===== src/rtl/dmem_arbiter_if.sv =====
// One requester port of the data-memory arbiter.
// The requester uses the master modport and the arbiter uses the slave modport.
interface dmem_arbiter_if;
  logic        req;
  logic        lock;
  logic        we;
  logic [31:0] addr;
  logic [31:0] wdata;
  logic        gnt;
  logic        rvalid;
  logic [31:0] rdata;
  logic        err;

  modport master (
    output req, lock, we, addr, wdata,
    input  gnt, rvalid, rdata, err
  );

  modport slave (
    input  req, lock, we, addr, wdata,
    output gnt, rvalid, rdata, err
  );
endinterface


===== src/rtl/dmem_arbiter.sv =====
// Round-robin two-master arbiter for the big-endian dataMem, with short locked bursts.
// Define DMEM_ALIGN_CHECK_EN to flag misaligned or out-of-range accesses on both masters.
module dmem_arbiter #(
  parameter int unsigned MEM_BYTES = 1024,
  parameter int unsigned MAX_LOCK  = 4
) (
  input  logic        clk,
  input  logic        reset,
  dmem_arbiter_if.slave m0,
  dmem_arbiter_if.slave m1,
  output logic [31:0] mem_address,
  output logic [31:0] mem_writedata,
  output logic        mem_writeenable,
  output logic        mem_MemRead,
  input  logic [31:0] mem_data
);

`ifdef DMEM_ALIGN_CHECK_EN
  localparam bit AlignCheck = 1'b1;
`else
  localparam bit AlignCheck = 1'b0;
`endif

  localparam int unsigned CntW = $clog2(MAX_LOCK + 1);
  localparam logic [1:0] StIdle = 2'd0;
  localparam logic [1:0] StOwn0 = 2'd1;
  localparam logic [1:0] StOwn1 = 2'd2;

  logic [1:0]      state_q, state_d;
  logic [CntW-1:0] cnt_q, cnt_d;
  logic            last_q, last_d;
  logic [31:0]     addr_q;
  logic            rvalid0_q, rvalid1_q;
  logic [31:0]     rdata0_q, rdata1_q;
  logic            rerr0_q, rerr1_q;

  logic        gnt0, gnt1, any_gnt, owner_hit;
  logic        sel_we, sel_lock, bad;
  logic [31:0] sel_addr, sel_wdata;

  // last_q names the previous winner (1 = m1), so the other master takes a tie.
  always_comb begin
    gnt0      = 1'b0;
    gnt1      = 1'b0;
    owner_hit = 1'b0;
    if (!reset) begin
      if (state_q == StOwn0 && m0.req) begin
        gnt0      = 1'b1;
        owner_hit = 1'b1;
      end else if (state_q == StOwn1 && m1.req) begin
        gnt1      = 1'b1;
        owner_hit = 1'b1;
      end else if (m0.req && m1.req) begin
        gnt0 = last_q;
        gnt1 = ~last_q;
      end else begin
        gnt0 = m0.req;
        gnt1 = m1.req;
      end
    end
  end

  assign any_gnt   = gnt0 | gnt1;
  assign sel_we    = gnt1 ? m1.we    : m0.we;
  assign sel_lock  = gnt1 ? m1.lock  : m0.lock;
  assign sel_addr  = gnt1 ? m1.addr  : m0.addr;
  assign sel_wdata = gnt1 ? m1.wdata : m0.wdata;

  assign bad = AlignCheck && any_gnt &&
               ((sel_addr[1:0] != 2'b00) || (sel_addr > 32'(MEM_BYTES - 4)));

  assign mem_address     = any_gnt ? sel_addr : addr_q;
  assign mem_writedata   = sel_wdata;
  assign mem_writeenable = any_gnt & sel_we & ~bad;
  assign mem_MemRead     = any_gnt & ~sel_we;

  // A released owner falls through to plain arbitration, so a new burst may start this cycle.
  always_comb begin
    state_d = StIdle;
    cnt_d   = '0;
    last_d  = last_q;
    if (any_gnt) begin
      last_d = gnt1;
      if (owner_hit) begin
        if (sel_lock && (32'(cnt_q) < MAX_LOCK - 1)) begin
          state_d = state_q;
          cnt_d   = cnt_q + 1'b1;
        end
      end else if (sel_lock && (MAX_LOCK > 1)) begin
        state_d = gnt1 ? StOwn1 : StOwn0;
        cnt_d   = CntW'(1);
      end
    end
  end

  always_ff @(posedge clk) begin
    if (reset) begin
      state_q   <= StIdle;
      cnt_q     <= '0;
      last_q    <= 1'b1;
      addr_q    <= '0;
      rvalid0_q <= 1'b0;
      rvalid1_q <= 1'b0;
      rdata0_q  <= '0;
      rdata1_q  <= '0;
      rerr0_q   <= 1'b0;
      rerr1_q   <= 1'b0;
    end else begin
      state_q   <= state_d;
      cnt_q     <= cnt_d;
      last_q    <= last_d;
      rvalid0_q <= gnt0 & ~sel_we;
      rvalid1_q <= gnt1 & ~sel_we;
      rerr0_q   <= gnt0 & ~sel_we & bad;
      rerr1_q   <= gnt1 & ~sel_we & bad;
      if (any_gnt) addr_q <= sel_addr;
      if (gnt0 && !sel_we) rdata0_q <= bad ? 32'hDEADBEEF : mem_data;
      if (gnt1 && !sel_we) rdata1_q <= bad ? 32'hDEADBEEF : mem_data;
    end
  end

  assign m0.gnt    = gnt0;
  assign m1.gnt    = gnt1;
  assign m0.rvalid = rvalid0_q;
  assign m1.rvalid = rvalid1_q;
  assign m0.rdata  = rdata0_q;
  assign m1.rdata  = rdata1_q;
  // Write errors pulse with the grant; read errors ride along with rvalid.
  assign m0.err    = AlignCheck ? ((gnt0 & sel_we & bad) | rerr0_q) : 1'b0;
  assign m1.err    = AlignCheck ? ((gnt1 & sel_we & bad) | rerr1_q) : 1'b0;

endmodule


===== src/flat_wrapper.sv =====
// flat-port wrapper written by rule: the top's interface ports become plain ports
module dmem_arbiter_flat 
#(
  parameter int unsigned MEM_BYTES = 1024,
  parameter int unsigned MAX_LOCK  = 4
)
  (clk, reset, mem_address, mem_writedata, mem_writeenable, mem_MemRead, mem_data, m0_req, m0_lock, m0_we, m0_addr, m0_wdata, m0_gnt, m0_rvalid, m0_rdata, m0_err, m1_req, m1_lock, m1_we, m1_addr, m1_wdata, m1_gnt, m1_rvalid, m1_rdata, m1_err);
  dmem_arbiter_if m0_i ();
  dmem_arbiter_if m1_i ();
  input  logic clk;
  input  logic reset;
  output logic [31:0] mem_address;
  output logic [31:0] mem_writedata;
  output logic mem_writeenable;
  output logic mem_MemRead;
  input  logic [31:0] mem_data;
  input wire logic [$bits(m0_i.req)-1:0] m0_req;
  input wire logic [$bits(m0_i.lock)-1:0] m0_lock;
  input wire logic [$bits(m0_i.we)-1:0] m0_we;
  input wire logic [$bits(m0_i.addr)-1:0] m0_addr;
  input wire logic [$bits(m0_i.wdata)-1:0] m0_wdata;
  output wire logic [$bits(m0_i.gnt)-1:0] m0_gnt;
  output wire logic [$bits(m0_i.rvalid)-1:0] m0_rvalid;
  output wire logic [$bits(m0_i.rdata)-1:0] m0_rdata;
  output wire logic [$bits(m0_i.err)-1:0] m0_err;
  input wire logic [$bits(m1_i.req)-1:0] m1_req;
  input wire logic [$bits(m1_i.lock)-1:0] m1_lock;
  input wire logic [$bits(m1_i.we)-1:0] m1_we;
  input wire logic [$bits(m1_i.addr)-1:0] m1_addr;
  input wire logic [$bits(m1_i.wdata)-1:0] m1_wdata;
  output wire logic [$bits(m1_i.gnt)-1:0] m1_gnt;
  output wire logic [$bits(m1_i.rvalid)-1:0] m1_rvalid;
  output wire logic [$bits(m1_i.rdata)-1:0] m1_rdata;
  output wire logic [$bits(m1_i.err)-1:0] m1_err;
  assign m0_i.req = m0_req;
  assign m0_i.lock = m0_lock;
  assign m0_i.we = m0_we;
  assign m0_i.addr = m0_addr;
  assign m0_i.wdata = m0_wdata;
  assign m0_gnt = m0_i.gnt;
  assign m0_rvalid = m0_i.rvalid;
  assign m0_rdata = m0_i.rdata;
  assign m0_err = m0_i.err;
  assign m1_i.req = m1_req;
  assign m1_i.lock = m1_lock;
  assign m1_i.we = m1_we;
  assign m1_i.addr = m1_addr;
  assign m1_i.wdata = m1_wdata;
  assign m1_gnt = m1_i.gnt;
  assign m1_rvalid = m1_i.rvalid;
  assign m1_rdata = m1_i.rdata;
  assign m1_err = m1_i.err;
  dmem_arbiter #(.MEM_BYTES(MEM_BYTES), .MAX_LOCK(MAX_LOCK)) u_core (.clk(clk), .reset(reset), .m0(m0_i), .m1(m1_i), .mem_address(mem_address), .mem_writedata(mem_writedata), .mem_writeenable(mem_writeenable), .mem_MemRead(mem_MemRead), .mem_data(mem_data));
endmodule

===== config.mk =====
export PLATFORM = sky130hd
export DESIGN_NAME = dmem_arbiter_flat
export DESIGN_NICKNAME = d
export VERILOG_FILES = /design/src/rtl/dmem_arbiter_if.sv /design/src/rtl/dmem_arbiter.sv /design/src/flat_wrapper.sv
export SDC_FILE = /design/constraint.sdc
export NUM_CORES = 1
export LEC_CHECK = 0
export ABC_CLOCK_PERIOD_IN_PS = 6190
export CAP_MARGIN = 15
export CORE_MARGIN = 5
export CORE_UTILIZATION = 40
export CTS_CLUSTER_DIAMETER = 60
export DETAILED_ROUTE_END_ITERATION = 16
export PLACE_DENSITY = 0.87
export SLEW_MARGIN = 10
export SYNTH_ARGS = -nofsm -noshare
export SYNTH_HDL_FRONTEND = slang
export SYNTH_SLANG_ARGS = --single-unit

===== constraint.sdc =====
create_clock -name clk -period 6.19 [get_ports clk]
set_input_delay 1.238 -clock clk [delete_from_list [all_inputs] [get_ports clk]]
set_output_delay 1.238 -clock clk [all_outputs]
set_load 0.005 [all_outputs]

==> flow_metrics.py <==
metrics = {
    "status": {
        "outcome": "finished, final reports clean",
    },
    "finish": {
        "drive_gt1_share_pct": 3.71,
        "final_area_sq_um": 8080,
        "most-common-layout-cells": "clkdlybuf4s50_1 (300), nand2_1 (228), dfxtp_1 (104), nor2_1 (36), a21oi_1 (36)",
        "syn_to_final_growth_pct": 71.2,
        "n_fill_cell": 894,
        "nets": 1054,
        "seq_area_sq_um": 2080,
        "final_common_cell": "clkdlybuf4s50_1",
        "antenna_cells": 0,
        "multi_input_area_sq_um": 2450,
        "fin_util_pct": 70.4,
    },
    "floorplan": {
        "die_h_microns": 119,
        "start_util_pct": 41.1,
        "coreArea_sq_um": 11500,
        "die_x_microns": 119,
        "num_rows": 39,
        "ios": 304,
        "dieArea_sq_um": 14100,
    },
    "synthesis": {
        "synth_seq_area_share_pct": 44.1,
        "ys_ff_latch": 104,
        "synth.distinct_cells": 34,
        "synth_warnings": 0,
        "synth_area_sq_um": 4720,
        "ys_top_cells_by_area": "dfxtp_1 (44%), nand2_1 (18%), mux2_1 (6.9%), a311oi_1 (5.9%), nor2b_1 (4.5%)",
        "avgSynthCellArea_sq_um": 7.71,
        "synthCells": 612,
        "yosys.area.top_type_share_pct": 44.1,
        "synth_top_area_cell": "dfxtp_1",
    },
    "clock_network": {
        "cts_root_buf": "clkbuf_16",
        "clock-sinks": 104,
        "cts_buffers": 9,
        "h-tree-depth": 3,
        "clock_latency_ns": 0.34,
        "holdBufCountCts": 0,
        "cts_tree": "done",
        "clockBufferDepth": 2,
        "cts_setup_buffers": 0,
        "clkSlewWorstSetupHoldPaths_ns": 0.07,
        "cts_resized": 0,
    },
    "power": {
        "switching_share_pct": 26.1,
        "cellPowerDensity_nw_per_um2": 208,
        "pwr-share-seq_pct": 43.2,
        "clkPwrFrac_pct": 31.7,
        "vdd_drop_max_mv": 0.137,
        "internal_power_mw": 1.24,
        "p_switching_mw": 0.438,
        "comb_power_share_pct": 25.2,
        "leakagePower_nw": 3.20,
    },
    "global_route": {
        "grt.total_usage_pct": 22.7,
        "grt_max_degree": 102,
        "grt_pass1_wl_microns": 25900,
        "globalRouteOverflowTotal": 0,
        "antenna_found_initial": 0,
        "first_global_vias": 5017,
    },
    "placement": {
        "port_buffers": 301,
        "place_area_sq_um": 7800,
        "dp_hpwl_microns": 13100,
        "gp_congestion": 0.866,
    },
    "routing": {
        "route.vias.total": 5276,
        "drc": 0,
        "via_per_inst": 5.11,
        "wl_per_cell_microns": 16.7,
        "drt_first_pass_iters": 4,
        "ant_nets": 0,
        "dr.first_iter.drc_count": 398,
        "routed_wl_microns": 17200,
    },
    "run": {
        "cap_violations": 0,
    },
    "timing": {
        "setup_tns_ns": 0,
        "finalMaxSlewViolations": 0,
        "rsz0062_at_grt": "false",
        "min_period_ns": 5.05,
        "fin_skew_ns": 0.00544,
        "hold_violations": 0,
        "finalCritPeriodShare_pct": 81.6,
        "slew_headroom_pct": 26.2,
        "max_freq_mhz": 198,
        "setup_viol": 0,
        "timing.hold.ws_ns": 0.454,
        "tightest_slew_ns": 1.11,
    },
    "hold_path": {
        "holdPathStages": 2,
        "min_path_type": "reg2reg",
    },
    "worst_setup_path": {
        "path_common_cell": "clkdlybuf4s50_1",
        "cp_top_family": "buffers and inverters",
        "startpoint_type": "primary input",
        "crit_type": "in2out",
        "crit_path_end_kind": "primary output",
        "critPathSlowestCell": "clkdlybuf4s50_1",
        "crit_required_ns": 4.95,
        "critPathArrivalTime_ns": 3.81,
        "r2r.worst_path.cells": 6,
        "cp_max_fo": 36,
        "critPathBufInv": 4,
        "rrSetupSlack_ns": 3.70,
        "path_depth": 8,
        "slowest_delay_ns": 0.58,
        "cp_cell_sequence": "clkdlybuf4s50_1 -> nor2b_1 -> o31ai_4 -> inv_2 -> buf_12 -> nand2_1 -> a31oi_1 -> clkdlybuf4s50_1",
    },
}
Yosys cell counts:
cell / instances
nand2_1: 228
dfxtp_1: 104
clkbuf_1: 38
nor2_1: 37
a21oi_1: 36
nor2b_1: 34
a311oi_1: 32
a31oi_1: 32
mux2_1: 29
buf_2: 5
inv_1: 3
mux2_2: 3
nor3b_1: 3
buf_1: 2
buf_4: 2
inv_2: 2
mux2i_1: 2
nand2b_1: 2
o21ai_0: 2
or2_2: 2
a21boi_1: 1
and2_1: 1
conb_1: 1
ha_1: 1
nand3_1: 1
nand3b_1: 1
nand4_1: 1
o211a_1: 1
o21bai_1: 1
o2bb2ai_1: 1
o31ai_1: 1
o31ai_4: 1
o32ai_1: 1
or3_1: 1
power groups by stage:
stage / clock network, mW / registers, mW / logic [mW]
2_1_floorplan: 0 / 0.739 / 0.146
3_3_place_gp: 0 / 0.737 / 0.418
3_5_place_dp: 0 / 0.739 / 0.423
4_1_cts: 0.541 / 0.724 / 0.425
5_1_grt: 0.569 / 0.728 / 0.453
6_report: 0.531 / 0.723 / 0.422
layer usage:
metal	vias to the layer above	GRT usage [%]	part of all wire, %
met2	227	42.5	52
li1	2602	-	-
met3	41	3.92	6.2
met1	2406	24.4	38
met4	0	11.3	4.2
met5	-	0	0
final cells by class:
cell class | count | area share (%)
repair buffers | 308 | 38.1
flip-flops and latches | 104 | 25.8
clock inverters | 6 | 0.558
clock buffers | 9 | 2.79
multi-input cells | 457 | 30.3
well taps | 143 | 2.22
inverters | 5 | 0.232
per-stage QoR:
step / worst slack, ns / total power [mW] / std cells
2_1_floorplan: 2.49 / 0.885 / 613
3_3_place_gp: 1.17 / 1.15 / 1017
3_5_place_dp: 1.14 / 1.16 / 1017
4_1_cts: 1.12 / 1.69 / 1032
5_1_grt: 0.941 / 1.75 / 1032
6_report: 1.14 / 1.68 / 1032
state kept, by name, summed over array words and instances (netlist names):
| register | flops |
|---|---|
| u_core.m0.rdata | 32 |
| u_core.addr_q | 32 |
| u_core.cnt_q | 3 |
| u_core.state_q | 2 |
| u_core.m1.rvalid | 1 |
| u_core.m0.rvalid | 1 |
| u_core.m1.rdata | 32 |
| u_core.last_q | 1 |
worst reg2reg max path: cells and delay by family (launching register included):
family,cells,cell delay [ns]
DFF,1,0.35
and+or+nand+nor,1,0.22
muxes,1,0.42
AOI/OAI and AO/OA,2,0.52
buffers and inverters,2,0.88
cells by family after synthesis:
kind of cell,synth area share (%)
muxes,8.07
AOI/OAI and AO/OA,15.7
and+or+nand+nor,27.3
DFF,44.1
other,0.0795
adders and majority gates,0.265
buffers and inverters,4.43
path summary, 6_finish.rpt:
check / from / endpoint
max: m1_req / mem_address[29]
min: u_core.m1.rdata[18] / u_core.m1.rdata[18]
max reg2reg: u_core.state_q[1] / u_core.m0.rdata[0]
min reg2reg: u_core.m1.rdata[18] / u_core.m1.rdata[18]
(Power assumes the default switching activity.)
